[src/rtl/mdl_hcomfsm_if.sv]
// Host OOB line interface: detector levels and serial data in, differential line and status out.
// master = host COM FSM, slave = device side / line monitor.
interface mdl_hcomfsm_if;
  logic       i_cominit_det;
  logic       i_comwake_det;
  logic       i_tx;
  logic       o_tx_p;
  logic       o_tx_n;
  logic       o_idle;
  logic       o_link_up;
  logic [7:0] o_retries;

  modport master (
    input  i_cominit_det, i_comwake_det, i_tx,
    output o_tx_p, o_tx_n, o_idle, o_link_up, o_retries
  );

  modport slave (
    output i_cominit_det, i_comwake_det, i_tx,
    input  o_tx_p, o_tx_n, o_idle, o_link_up, o_retries
  );
endinterface

[src/rtl/mdl_hcomfsm.sv]
// Host-side SATA OOB COM FSM: COMRESET/COMINIT/COMWAKE handshake, then serial pass-through.
// Optional wait-state timeout with retry is enabled by defining MDL_HCOM_TIMEOUT_EN.
//
// state       | meaning
// ------------+-----------------------------------------------------------
// RESET_HOLD  | one idle cycle before a fresh COMRESET sequence
// SEND_RESET  | NUM_COMRESET bursts, each followed by COMRESET_IDLE idle
// WAIT_INIT   | line idle, waiting for device COMINIT to rise then fall
// SEND_WAKE   | NUM_COMWAKE bursts, each followed by COMWAKE_IDLE idle
// WAIT_WAKE   | line idle, waiting for device COMWAKE to rise then fall
// ACTIVE      | link up, i_tx forwarded onto the pair
module mdl_hcomfsm #(
  parameter int NUM_COMRESET   = 6,
  parameter int NUM_COMWAKE    = 6,
  parameter int BURST_LEN      = 160,
  parameter int COMRESET_IDLE  = 480,
  parameter int COMWAKE_IDLE   = 160,
  parameter int TIMEOUT_CYCLES = 65536
) (
  input logic           i_txclk,
  input logic           i_reset,
  mdl_hcomfsm_if.master bus
);

  localparam int NUM_MAX  = (NUM_COMRESET > NUM_COMWAKE) ? NUM_COMRESET : NUM_COMWAKE;
  localparam int IDLE_MAX = (COMRESET_IDLE > COMWAKE_IDLE) ? COMRESET_IDLE : COMWAKE_IDLE;
  localparam int BURST_W  = (NUM_MAX > 1) ? $clog2(NUM_MAX) : 1;
  localparam int SYM_W    = (BURST_LEN > 1) ? $clog2(BURST_LEN) : 1;
  localparam int IDLE_W   = (IDLE_MAX > 1) ? $clog2(IDLE_MAX) : 1;
  localparam int BIT_W    = 6;

  localparam logic [9:0]  D24_3      = 10'b1100110011;
  localparam logic [39:0] BURST_WORD = {D24_3, ~D24_3, D24_3, ~D24_3};

  typedef enum logic [2:0] {
    ST_RESET_HOLD = 3'd0,
    ST_SEND_RESET = 3'd1,
    ST_WAIT_INIT  = 3'd2,
    ST_SEND_WAKE  = 3'd3,
    ST_WAIT_WAKE  = 3'd4,
    ST_ACTIVE     = 3'd5
  } state_e;

  state_e               state_q, state_d;
  logic [2:0]           ci_sync_q, ci_sync_d;
  logic [2:0]           cw_sync_q, cw_sync_d;
  logic                 ci_dly_q, ci_dly_d;
  logic                 seen_q, seen_d;
  logic                 in_gap_q, in_gap_d;
  logic [BURST_W-1:0]   burst_q, burst_d;
  logic [SYM_W-1:0]     sym_q, sym_d;
  logic [BIT_W-1:0]     bit_q, bit_d;
  logic [IDLE_W-1:0]    idle_cnt_q, idle_cnt_d;
  logic [39:0]          shift_q, shift_d;
  logic                 tx_p_q, tx_p_d;
  logic                 tx_n_q, tx_n_d;
  logic                 idle_q, idle_d;
  logic                 link_up_q, link_up_d;
  logic [7:0]           retries_q, retries_d;

  logic                 ci_s3, cw_s3, ci_rise;
  logic                 retry_inc, load_burst, clr_burst, enter_wait;
  logic [IDLE_W-1:0]    gap_last;
  logic [BURST_W-1:0]   num_last;

`ifdef MDL_HCOM_TIMEOUT_EN
  localparam int TMR_W = (TIMEOUT_CYCLES > 1) ? $clog2(TIMEOUT_CYCLES) : 1;
  logic [TMR_W-1:0]     timer_q, timer_d;
`endif

  assign ci_s3   = ci_sync_q[2];
  assign cw_s3   = cw_sync_q[2];
  assign ci_rise = ci_s3 & ~ci_dly_q;

  always_comb begin
    ci_sync_d  = {ci_sync_q[1:0], bus.i_cominit_det};
    cw_sync_d  = {cw_sync_q[1:0], bus.i_comwake_det};
    ci_dly_d   = ci_s3;
    state_d    = state_q;
    seen_d     = seen_q;
    in_gap_d   = in_gap_q;
    burst_d    = burst_q;
    sym_d      = sym_q;
    bit_d      = bit_q;
    idle_cnt_d = idle_cnt_q;
    shift_d    = shift_q;
    retry_inc  = 1'b0;
    load_burst = 1'b0;
    clr_burst  = 1'b0;
    enter_wait = 1'b0;

    if (state_q == ST_SEND_RESET) begin
      gap_last = IDLE_W'(COMRESET_IDLE - 1);
      num_last = BURST_W'(NUM_COMRESET - 1);
    end else begin
      gap_last = IDLE_W'(COMWAKE_IDLE - 1);
      num_last = BURST_W'(NUM_COMWAKE - 1);
    end

    case (state_q)
      ST_RESET_HOLD: begin
        state_d    = ST_SEND_RESET;
        clr_burst  = 1'b1;
        load_burst = 1'b1;
      end
      ST_SEND_RESET, ST_SEND_WAKE: begin
        // A COMINIT during our COMWAKE means the device restarted its side.
        if (state_q == ST_SEND_WAKE && ci_rise) begin
          clr_burst  = 1'b1;
          load_burst = 1'b1;
          retry_inc  = 1'b1;
        end else if (!in_gap_q) begin
          if (sym_q == '0) begin
            in_gap_d   = 1'b1;
            idle_cnt_d = gap_last;
          end else begin
            sym_d = sym_q - 1'b1;
            if (bit_q == '0) begin
              bit_d   = BIT_W'(39);
              shift_d = BURST_WORD;
            end else begin
              bit_d   = bit_q - 1'b1;
              shift_d = {shift_q[38:0], 1'b0};
            end
          end
        end else if (idle_cnt_q != '0) begin
          idle_cnt_d = idle_cnt_q - 1'b1;
        end else if (burst_q == num_last) begin
          state_d    = (state_q == ST_SEND_RESET) ? ST_WAIT_INIT : ST_WAIT_WAKE;
          enter_wait = 1'b1;
        end else begin
          burst_d    = burst_q + 1'b1;
          load_burst = 1'b1;
        end
      end
      ST_WAIT_INIT: begin
        seen_d = seen_q | ci_s3;
        if (seen_q && !ci_s3) begin
          state_d    = ST_SEND_WAKE;
          clr_burst  = 1'b1;
          load_burst = 1'b1;
        end
      end
      ST_WAIT_WAKE: begin
        if (ci_rise) begin
          state_d    = ST_WAIT_INIT;
          enter_wait = 1'b1;
          retry_inc  = 1'b1;
        end else begin
          seen_d = seen_q | cw_s3;
          if (seen_q && !cw_s3) state_d = ST_ACTIVE;
        end
      end
      ST_ACTIVE: begin
        if (ci_rise) begin
          state_d    = ST_WAIT_INIT;
          enter_wait = 1'b1;
          retry_inc  = 1'b1;
        end
      end
      default: state_d = ST_RESET_HOLD;
    endcase

`ifdef MDL_HCOM_TIMEOUT_EN
    if ((state_q == ST_WAIT_INIT || state_q == ST_WAIT_WAKE) && state_d == state_q &&
        timer_q == TMR_W'(TIMEOUT_CYCLES - 1)) begin
      state_d   = ST_RESET_HOLD;
      retry_inc = 1'b1;
    end
    if ((state_q == ST_WAIT_INIT || state_q == ST_WAIT_WAKE) && !enter_wait)
      timer_d = timer_q + 1'b1;
    else
      timer_d = '0;
`else
    // Without the timeout both wait states hold until the device responds.
`endif

    if (enter_wait) seen_d = 1'b0;
    if (clr_burst)  burst_d = '0;
    if (load_burst) begin
      in_gap_d = 1'b0;
      sym_d    = SYM_W'(BURST_LEN - 1);
      bit_d    = BIT_W'(39);
      shift_d  = BURST_WORD;
    end

    retries_d = (retry_inc && retries_q != 8'hFF) ? retries_q + 1'b1 : retries_q;

    // Line outputs follow the next state so they register alongside it.
    tx_p_d    = 1'b0;
    tx_n_d    = 1'b0;
    idle_d    = 1'b1;
    link_up_d = (state_d == ST_ACTIVE);
    if ((state_d == ST_SEND_RESET || state_d == ST_SEND_WAKE) && !in_gap_d) begin
      tx_p_d = shift_d[39];
      tx_n_d = ~shift_d[39];
      idle_d = 1'b0;
    end else if (state_d == ST_ACTIVE) begin
      tx_p_d = bus.i_tx;
      tx_n_d = ~bus.i_tx;
      idle_d = 1'b0;
    end
  end

  always_ff @(posedge i_txclk) begin
    if (i_reset) begin
      state_q    <= ST_RESET_HOLD;
      ci_sync_q  <= '0;
      cw_sync_q  <= '0;
      ci_dly_q   <= 1'b0;
      seen_q     <= 1'b0;
      in_gap_q   <= 1'b0;
      burst_q    <= '0;
      sym_q      <= '0;
      bit_q      <= '0;
      idle_cnt_q <= '0;
      shift_q    <= '0;
      tx_p_q     <= 1'b0;
      tx_n_q     <= 1'b0;
      idle_q     <= 1'b1;
      link_up_q  <= 1'b0;
      retries_q  <= '0;
`ifdef MDL_HCOM_TIMEOUT_EN
      timer_q    <= '0;
`endif
    end else begin
      state_q    <= state_d;
      ci_sync_q  <= ci_sync_d;
      cw_sync_q  <= cw_sync_d;
      ci_dly_q   <= ci_dly_d;
      seen_q     <= seen_d;
      in_gap_q   <= in_gap_d;
      burst_q    <= burst_d;
      sym_q      <= sym_d;
      bit_q      <= bit_d;
      idle_cnt_q <= idle_cnt_d;
      shift_q    <= shift_d;
      tx_p_q     <= tx_p_d;
      tx_n_q     <= tx_n_d;
      idle_q     <= idle_d;
      link_up_q  <= link_up_d;
      retries_q  <= retries_d;
`ifdef MDL_HCOM_TIMEOUT_EN
      timer_q    <= timer_d;
`endif
    end
  end

  assign bus.o_tx_p    = tx_p_q;
  assign bus.o_tx_n    = tx_n_q;
  assign bus.o_idle    = idle_q;
  assign bus.o_link_up = link_up_q;
  assign bus.o_retries = retries_q;

endmodule

[src/flat_wrapper.sv]
// flat-port wrapper written by rule: the top's interface ports become plain ports
module mdl_hcomfsm_flat 
#(
  parameter int NUM_COMRESET   = 6,
  parameter int NUM_COMWAKE    = 6,
  parameter int BURST_LEN      = 160,
  parameter int COMRESET_IDLE  = 480,
  parameter int COMWAKE_IDLE   = 160,
  parameter int TIMEOUT_CYCLES = 65536
)
  (i_txclk, i_reset, bus_i_cominit_det, bus_i_comwake_det, bus_i_tx, bus_o_tx_p, bus_o_tx_n, bus_o_idle, bus_o_link_up, bus_o_retries);
  mdl_hcomfsm_if bus_i ();
  input logic i_txclk;
  input logic i_reset;
  input wire logic [$bits(bus_i.i_cominit_det)-1:0] bus_i_cominit_det;
  input wire logic [$bits(bus_i.i_comwake_det)-1:0] bus_i_comwake_det;
  input wire logic [$bits(bus_i.i_tx)-1:0] bus_i_tx;
  output wire logic [$bits(bus_i.o_tx_p)-1:0] bus_o_tx_p;
  output wire logic [$bits(bus_i.o_tx_n)-1:0] bus_o_tx_n;
  output wire logic [$bits(bus_i.o_idle)-1:0] bus_o_idle;
  output wire logic [$bits(bus_i.o_link_up)-1:0] bus_o_link_up;
  output wire logic [$bits(bus_i.o_retries)-1:0] bus_o_retries;
  assign bus_i.i_cominit_det = bus_i_cominit_det;
  assign bus_i.i_comwake_det = bus_i_comwake_det;
  assign bus_i.i_tx = bus_i_tx;
  assign bus_o_tx_p = bus_i.o_tx_p;
  assign bus_o_tx_n = bus_i.o_tx_n;
  assign bus_o_idle = bus_i.o_idle;
  assign bus_o_link_up = bus_i.o_link_up;
  assign bus_o_retries = bus_i.o_retries;
  mdl_hcomfsm #(.NUM_COMRESET(NUM_COMRESET), .NUM_COMWAKE(NUM_COMWAKE), .BURST_LEN(BURST_LEN), .COMRESET_IDLE(COMRESET_IDLE), .COMWAKE_IDLE(COMWAKE_IDLE), .TIMEOUT_CYCLES(TIMEOUT_CYCLES)) u_core (.i_txclk(i_txclk), .i_reset(i_reset), .bus(bus_i));
endmodule
[config.mk]
export PLATFORM = sky130hd
export DESIGN_NAME = mdl_hcomfsm_flat
export DESIGN_NICKNAME = d
export VERILOG_FILES = /design/src/rtl/mdl_hcomfsm_if.sv /design/src/rtl/mdl_hcomfsm.sv /design/src/flat_wrapper.sv
export SDC_FILE = /design/constraint.sdc
export NUM_CORES = 1
export LEC_CHECK = 0
export CELL_PAD_IN_SITES_DETAIL_PLACEMENT = 1
export CELL_PAD_IN_SITES_GLOBAL_PLACEMENT = 2
export CORE_ASPECT_RATIO = 0.8
export CORE_MARGIN = 2
export CORE_UTILIZATION = 37
export CTS_CLUSTER_DIAMETER = 200
export DETAILED_ROUTE_END_ITERATION = 8
export PLACE_DENSITY_LB_ADDON = 0.1
export SLEW_MARGIN = 25
export SYNTH_ARGS = -nofsm -noshare
export SYNTH_HDL_FRONTEND = slang
export SYNTH_SLANG_ARGS = --single-unit
[constraint.sdc]
create_clock -name i_txclk -period 2.86 [get_ports i_txclk]
set_input_delay 0.429 -clock i_txclk [delete_from_list [all_inputs] [get_ports i_txclk]]
set_output_delay 0.429 -clock i_txclk [all_outputs]
set_load 0.05 [all_outputs]
# After elaboration in Yosys (flattened, before gate mapping)
# Index checks and enable logic that the tools add are counted.
[word_totals]
mem_bits_ro = 0
register_bits = 90
wordCells = 136
n_memories = 0
ram_bits = 0
out_inout_bits = 12
latch_bits = 0
in_bits = 5
[op_classes]
magnitude_cmp = 0
n_mux = 59
div_mod_pow = 0
reduce_logical = 26
n_mul = 0
n_eq_ne = 15
addsub = 5
shift = 0
bitwise_logic = 11
[ops]
columns = ["operator", "count"]
rows = [
  ["40-bit 2-to-1 mux", 6],
  ["8-bit 2-to-1 mux", 5],
  ["6-bit 2-to-1 mux", 6],
  ["9-bit 2-to-1 mux", 4],
  ["3-bit 2-to-1 mux", 9],
  ["1-bit 2-to-1 mux", 23],
  ["3-bit case mux with 5 select lines", 1],
  ["3-bit == test (second input constant)", 4],
  ["4-bit AND reduction", 3],
  ["2-bit OR reduction", 5],
  ["3-bit by 2-bit == test with 1-bit output (second input constant)", 3],
  ["9-bit nonzero test", 1],
  ["9-bit by 1-bit subtractor with 9-bit output (second input constant)", 1],
  ["8-bit by 1-bit adder with 8-bit output (second input constant)", 1],
  ["8-bit zero test", 1],
  ["8-bit != test (second input constant)", 1],
  ["1-bit NOT", 8],
  ["8-bit by 1-bit subtractor with 8-bit output (second input constant)", 1],
  ["3-bit by 1-bit == test with 1-bit output (second input constant)", 2],
  ["6-bit zero test", 1],
  ["2-bit != test (second input constant)", 3],
  ["1-bit case mux with 2 select lines", 3],
  ["1-bit case mux with 3 select lines", 2],
  ["2-bit nonzero test", 3],
  ["11 further kinds", 19],
]

# Longest topological paths before layout
# Gate-level depths: netlist of the first run.
[logic_depth]
ltp_word = 11
ltp_mapped = 8
mapped_depth_nobuf = 7

# Worst setup path before layout of the first run
# No wires, ideal clock.
[synth_timing]
kind = "reg2reg"
start = "register u_core.idle_cnt_q[0]"
end = "register u_core.tx_p_q (netlist: u_core.bus.o_tx_p)"
t_arrival_ns = 1.966
path_buffers = 0
slack_ns = 0.835
required_time_ns = 2.801
setup_ns = 0.059
path_stages_with_launch = 8
period_less_slack_ns = 2.025
path_cell_list = "dfxtp_1 -> inv_1 -> ha_1 -> or4bb_1 -> nor4_4 -> a21oi_2 -> a2111oi_4 -> a22o_1"
[synth_between]
elab_chain_cells = 9
[synth_rtl]
columns = ["item", "line", "text"]
rows = [
  ["start: declaration", "mdl_hcomfsm.sv:53", "logic [IDLE_W-1:0] idle_cnt_q, idle_cnt_d;"],
  ["start signal: assignment", "mdl_hcomfsm.sv:236", "idle_cnt_q <= idle_cnt_d;"],
  ["9-bit nonzero test *", "mdl_hcomfsm.sv:126", "end else if (idle_cnt_q != '0) begin"],
  ["3-bit 2-to-1 mux / 1-bit 2-to-1 mux (equally long branches)", "mdl_hcomfsm.sv:126", ""],
  ["3-bit 2-to-1 mux / 1-bit 2-to-1 mux (equally long branches)", "mdl_hcomfsm.sv:112", "end else if (!in_gap_q) begin"],
  ["3-bit 2-to-1 mux / 1-bit 2-to-1 mux (equally long branches)", "mdl_hcomfsm.sv:108", "if (state_q == ST_SEND_WAKE && ci_rise) begin"],
  ["3-bit case mux with 5 select lines / 1-bit case mux with 3 select lines (equally long branches)", "mdl_hcomfsm.sv:100", "case (state_q)"],
  ["3-bit by 1-bit == test with 1-bit output (tied with other cells)", "mdl_hcomfsm.sv:194", "if ((state_d == ST_SEND_RESET || state_d == ST_SEND_WAKE) && !in_gap_d) begin"],
  ["1-bit logical OR / 1-bit zero test (equally long branches)", "mdl_hcomfsm.sv:194", ""],
  ["1-bit logical AND", "mdl_hcomfsm.sv:194", ""],
  ["1-bit 2-to-1 mux *", "mdl_hcomfsm.sv:194", ""],
  ["end signal: assignment", "mdl_hcomfsm.sv:238", "tx_p_q <= tx_p_d;"],
  ["end: declaration", "mdl_hcomfsm.sv:55", "logic tx_p_q, tx_p_d;"],
]
# Every way passes the cells marked *; elsewhere a longest branch is shown, timed or not.
# A chain may end at the register's enable or synchronous reset.

# Worst setup path after layout of the first run
[layout_timing]
start = "register u_core.idle_cnt_q[0]"
end = "register u_core.shift_q[2]"
[layout_between]
elab_chain_cells = 7
[layout_rtl]
columns = ["item", "line", "text"]
rows = [
  ["9-bit nonzero test *", "mdl_hcomfsm.sv:126", ""],
  ["1-bit 2-to-1 mux *", "mdl_hcomfsm.sv:126", ""],
  ["1-bit 2-to-1 mux *", "mdl_hcomfsm.sv:112", ""],
  ["1-bit 2-to-1 mux *", "mdl_hcomfsm.sv:108", ""],
  ["1-bit case mux with 3 select lines *", "mdl_hcomfsm.sv:100", ""],
  ["2-bit != test (no source line) (tied with other cells)", "n/a", ""],
  ["4-bit AND reduction (no source line)", "n/a", ""],
  ["end signal: assignment", "mdl_hcomfsm.sv:237", "shift_q <= shift_d;"],
  ["end: declaration", "mdl_hcomfsm.sv:54", "logic [39:0] shift_q, shift_d;"],
]
# Marked as above.

==> results.cfg, run 1 <==
[sta]
finalMaxSlewViolations = 0
hold_violations = 0
rsz0062_at_grt = false
fin_skew_ns = 0.00826
tns_ns = 0
finalSetupViolations = 0
hold-worst-slack_ns = 0.444
min_period_over_period_pct = 81.1
worst_slack_ns = 0.542
max_slew_margin_pct = 41.4
fin_crit_ns = 2.32
tightestPinTransition_ns = 0.879
max_freq_mhz = 431

[cts]
numCtsBuffers = 9
root_buffer = clkbuf_16
clk_latency_ns = 0.34
cts_setup_buffers = 0
path_clk_slew_ns = 0.07
cts_resized = 0
cts_sinks = 88
clockBufferDepth = 2
h-tree-depth = 3
cts_tree = built
cts_hold_buffers = 0

[placed_design]
io_buffers = 16
dp_slack_ns = 0.572
hpwl_um = 6460
dp_cells = 580
gp_congestion = 0.757

[die]
die_y_um = 95.0
start_util_pct = 37.7
die_area_mm2 = 0.0112
num_rows = 33
core_mm2 = 0.0102
ios = 17
fp.dieW_um = 118

[pwr]
power_density_mw_per_mm2 = 650
p_leak_nw = 1.59
share_comb_of_total_power_pct = 11.1
p_switching_mw = 0.746
pwr-share-clk_pct = 43.4
swShare_pct = 25.5
total_power_mw = 2.92
worst_ir_drop_vdd_mv = 0.322
internal_power_mw = 2.18
p_seq_share_pct = 45.6

[synth]
synth_cell_types = 51
synth.area.top_cells = dfxtp_1, a21oi_1, nand3_1
synth-edff-count = 0
yosysTopAreaCellShare_pct = 46.0
synth_flop_cell = dfxtp_1
synth_top_area_cell = dfxtp_1
ys_top_cells_by_count = dfxtp_1, a21oi_1, nand2_1
syn_area_mm2 = 0.00383
synth_cells = 437
postSynthAreaPerCell_um2 = 8.77
syn-num-nets = 450
ys_ff_latch = 88
yosysMostFrequentCell = dfxtp_1
ys_warn_count = 0
synth-seq-area-share_pct = 46.0
async_flop_share_pct = 0

[drt]
via_count = 3223
dr.pass1.iters = 4
detail_route.wl_per_cell_um = 16.2
drt-initial-drc-count = 179
drc = 0
final_antenna_net_count = 0
finalWirelength_um = 9680
via_per_inst = 5.41

[min_path]
hp-class = reg2reg

[grt]
first_global_vias = 3270
overflow = 0
antenna_found_initial = 0
grt_first_pass_wirelength_um = 16800
track_usage_pct = 18.7
grt_max_degree = 52

[critical_path]
worstPathMaxFanout = 12
arrival_ns = 2.51
worstSetupEndpointType = flop
critPathKind = reg2reg
required_ns = 3.06
startpoint_type = flop

[final_layout]
drive_gt1_share_pct = 11.0
synthToLayoutAreaGrowth_pct = 17.4
layoutNonFillerInstCount = 596
fillers = 1206
n_antenna_cell = 0
nets = 464

[status]
status = finished clean

[job]
maxCapViolations = 0
[power groups by stage]
stage	clock network, mW	logic [mW]	registers [mW]
after floorplan	0	0.221	1.35
after detailed placement	0	0.324	1.36
after global routing	1.35	0.365	1.34
after global placement	0	0.318	1.36
after CTS	1.30	0.327	1.33
final	1.27	0.324	1.33
[flip-flops by register name (all words and copies together) (netlist names)]
| signal | count |
|---|---|
| u_core.burst_q | 3 |
| u_core.sym_q | 8 |
| u_core.in_gap_q | 1 |
| u_core.ci_dly_q | 1 |
| u_core.ci_sync_q | 3 |
| u_core.bus.o_tx_p | 1 |
| u_core.seen_q | 1 |
| u_core.shift_q | 38 |
| u_core.bit_q | 6 |
| u_core.state_q | 3 |
| u_core.bus.o_link_up | 1 |
| u_core.idle_cnt_q | 9 |
| u_core.bus.o_retries | 8 |
| u_core.bus.o_tx_n | 1 |
| u_core.bus.o_idle | 1 |
| u_core.cw_sync_q | 3 |
[path summary, 6_finish.rpt]
| path | start | to | slack (ns) | cells past startpoint |
|---|---|---|---|---|
| setup / recovery | u_core.idle_cnt_q[0]$_SDFFE_PP0P_ | u_core.shift_q[2]$_SDFFE_PP0P_ | 0.54 | 7 |
| hold / removal | u_core.ci_sync_q[1]$_SDFF_PP0_ | u_core.ci_sync_q[2]$_SDFF_PP0_ | 0.44 | 1 |
| setup reg to reg | u_core.idle_cnt_q[0]$_SDFFE_PP0P_ | u_core.shift_q[2]$_SDFFE_PP0P_ | 0.54 | 7 |
| hold reg to reg | u_core.ci_sync_q[1]$_SDFF_PP0_ | u_core.ci_sync_q[2]$_SDFF_PP0_ | 0.44 | 1 |
[placed cells by master (no fill, tap or decap), types with 2 or more instances in the layout]
cell              n
a22o_1            2
nand2_1          34
clkinv_2          2
mux2i_1           3
buf_4            13
clkbuf_16         9
ha_1              8
nand2b_1          2
xnor2_1          10
and3_1            2
clkinvlp_4        2
nor4_1            6
nor2b_1          13
a31oi_1           3
o211ai_1          3
clkdlybuf4s50_1  15
xor2_1            6
a32o_1            2
nor2_1           24
o21ai_0          23
or3_1            10
nor3b_1           2
or4_1             3
dfxtp_1          88
nand3b_1          3
a21oi_1          53
nand4_1           6
inv_1            16
a221oi_1          4
bufinv_16         2
a21o_1            2
nor3_1           18
and3b_1           3
nand3_1          30
o221a_2          12
[metrics by stage]
stage | util [%] | cell area [µm²]
floorplan | - | 3830
global route | 44.3 | 4500
finish | 44.3 | 4500
detailed placement | 41.2 | 4180
global placement | 41.2 | 4180
CTS | 44.3 | 4500
[worst max-delay path, stage by stage (launching register included)]
cell     delay, ns
dfxtp_1       0.38
inv_1         0.09
ha_1          0.21
or4bb_1       0.26
nor3_2        0.10
a21oi_1       0.73
buf_4         0.33
a21oi_1       0.08
[routing by layer]
metal / global-route usage [%] / part of all wire (%) / vias to the layer above
li1: - / - / 1608
met4: 5.92 / 1.2 / 0
met2: 29.6 / 44 / 22
met3: 4.43 / 2.3 / 12
met5: 0 / 0 / -
met1: 25.4 / 53 / 1581
[kinds of logic after synthesis]
logic type	after synthesis	synth area share (%)
AND/OR/NAND/NOR	165	23.0
AO/OA/AOI/OAI	114	19.6
flip-flops	88	46.0
buffers and inverters	43	4.41
XOR/XNOR	16	3.66
adder cells (fa/ha/maj)	8	2.61
multiplexers	3	0.783
[area by class of cell]
cell class	instances	area [µm²]	area share, %
Inverter	16	60.1	1.33
Clock buffer	9	225	5.01
Multi-Input combinational cell	306	1910	42.5
Sequential cell	88	1760	39.2
Timing Repair Buffer	30	273	6.06
Clock inverter	7	93.8	2.09
Tap cell	140	175	3.89
(Power assumes the default switching activity.)
==> run 2, diff against run 1 <==
Clock period 2.86 ns to 2.33 ns, I/O delays scaled along.
==> results.cfg, run 2 (synthesis results as in run 1) <==
[status]
status = finished clean

[placed_design]
hpwl_um = 6790
dp_slack_ns = 0.0814
io_buffers = 16
gp_congestion = 0.800
dp_cells = 588

[final_layout]
drive_gt1_share_pct = 12.1
final_common_cell = dfxtp_1
layoutNonFillerInstCount = 603
synthToLayoutAreaGrowth_pct = 17.5
regMostFlops = u_core.shift_q
largest_reg_flops = 38
nets = 472
n_antenna_cell = 0
mostFrequentLayoutCells = dfxtp_1, a21oi_1, nand2_1
fillers = 1228
reg_top3 = u_core.shift_q x38, u_core.idle_cnt_q x9

[sta]
hold-worst-slack_ns = 0.439
finalMaxSlewViolations = 0
rsz0062_at_grt = true
max_slew_margin_pct = 45.6
finalSetupViolations = 0
tns_ns = 0
max_freq_mhz = 457
fin_crit_ns = 2.19
worst_slack_ns = 0.140
fin_skew_ns = 0.00583
hold_violations = 0
tightestPinTransition_ns = 0.816
min_period_over_period_pct = 94.0

[critical_path]
worst_path_dominant_cell_family = simple AND/OR/NAND/NOR gates
regToRegSetupSlack_ns = 0.14
timing.rr.end = u_core.idle_cnt_q[1]$_SDFFE_PP0P_
startpoint_type = flop
slowest_stage = or4bb_1
worstPathMaxFanout = 6
crit_chain = inv_1, ha_1, or4bb_1, or3_1, nand3_1, a32o_1, nor2_1
critPathBufInv = 1
worst-r2r-cell-count = 7
worstSetupEndpointType = flop
required_ns = 2.54
timing.rr.start = u_core.idle_cnt_q[0]$_SDFFE_PP0P_
cpPeakStageDelay_ns = 0.51
arrival_ns = 2.40
critPathKind = reg2reg

[min_path]
hold_end = u_core.cw_sync_q[1]$_SDFF_PP0_
hold_depth = 1
hp-start = u_core.cw_sync_q[0]$_SDFF_PP0_
hp-class = reg2reg

[pwr]
internal_power_mw = 2.48
pwr-share-clk_pct = 39.3
p_seq_share_pct = 48.8
power_density_mw_per_mm2 = 744
p_switching_mw = 0.872
total_power_mw = 3.35
swShare_pct = 26.0
worst_ir_drop_vdd_mv = 0.325
p_leak_nw = 1.61
share_comb_of_total_power_pct = 11.9

[drt]
via_count = 3267
drt-initial-drc-count = 162
final_antenna_net_count = 0
drc = 0
detail_route.wl_per_cell_um = 16.1
via_per_inst = 5.42
dr.pass1.iters = 4
finalWirelength_um = 9720

[die]
die_area_mm2 = 0.0112
num_rows = 33
core_mm2 = 0.0102
die_y_um = 95.0
fp.dieW_um = 118
ios = 17
start_util_pct = 37.7

[cts]
path_clk_slew_ns = 0.06
clockBufferDepth = 2
clk_latency_ns = 0.34
numCtsBuffers = 9
h-tree-depth = 3
root_buffer = clkbuf_16
cts_tree = built
cts_sinks = 88

[grt]
overflow = 0
grt_first_pass_wirelength_um = 16800
antenna_found_initial = 0
first_global_vias = 3314
track_usage_pct = 18.9
grt_max_degree = 40

[job]
maxCapViolations = 0
run 2: changes by cell type in the layout (fill, tap and decap cells not counted), sizes merged:
cell and delta:
clkbuf +3, buf +8, clkinvlp -2, inv -1, clkinv +1, bufinv -2
run 2: through the flow:
step / area [µm²] / utilization [%]
global route: 4500 / 44.3
CTS: 4490 / 44.2
finish: 4500 / 44.3
global placement: 4230 / 41.6
detailed placement: 4230 / 41.6
floorplan: 3830 / -
run 2: power groups by stage:
stage                     logic, mW  clock network [mW]  registers [mW]
after detailed placement      0.402                   0            1.67
after global placement        0.394                   0            1.66
after floorplan               0.271                   0            1.66
after CTS                     0.405                1.36            1.63
after global routing          0.451                1.43            1.64
final                         0.399                1.32            1.63
run 2: final cells by class:
type	count	area, µm²	share of cell area (%)
multi-input combinational	306	1920	42.7
sequential	88	1760	39.1
timing repair buffer	38	320	7.11
clock buffer	12	246	5.47
tap	140	175	3.89
inverter	16	60.1	1.33
clock inverter	3	18.8	0.417
run 2: how the worst max path moves through the flow:
stage,start,to,depth (start not counted)
finish,u_core.idle_cnt_q[0]$_SDFFE_PP0P_,u_core.idle_cnt_q[1]$_SDFFE_PP0P_,7
global route,u_core.idle_cnt_q[0]$_SDFFE_PP0P_,u_core.burst_q[1]$_SDFFE_PP0P_,7
CTS,u_core.idle_cnt_q[0]$_SDFFE_PP0P_,u_core.burst_q[1]$_SDFFE_PP0P_,7
detailed placement,u_core.idle_cnt_q[0]$_SDFFE_PP0P_,u_core.burst_q[1]$_SDFFE_PP0P_,7
global placement,u_core.idle_cnt_q[0]$_SDFFE_PP0P_,u_core.bus.o_tx_p$_SDFF_PP0_,7
floorplan,u_core.idle_cnt_q[0]$_SDFFE_PP0P_,u_core.bus.o_tx_p$_SDFF_PP0_,7
run 2: routing by layer:
layer,track usage [%],share of wire [%]
met3,4.61,2.8
met2,30.8,45
met4,5.52,1.0
met5,0,0
met1,25.1,51
run 2: timing repair:
action	4_1_cts	5_1_grt
gates resized for setup	0	3
setup endpoints to repair	0	5
hold buffers	0	0
buffers inserted	0	0
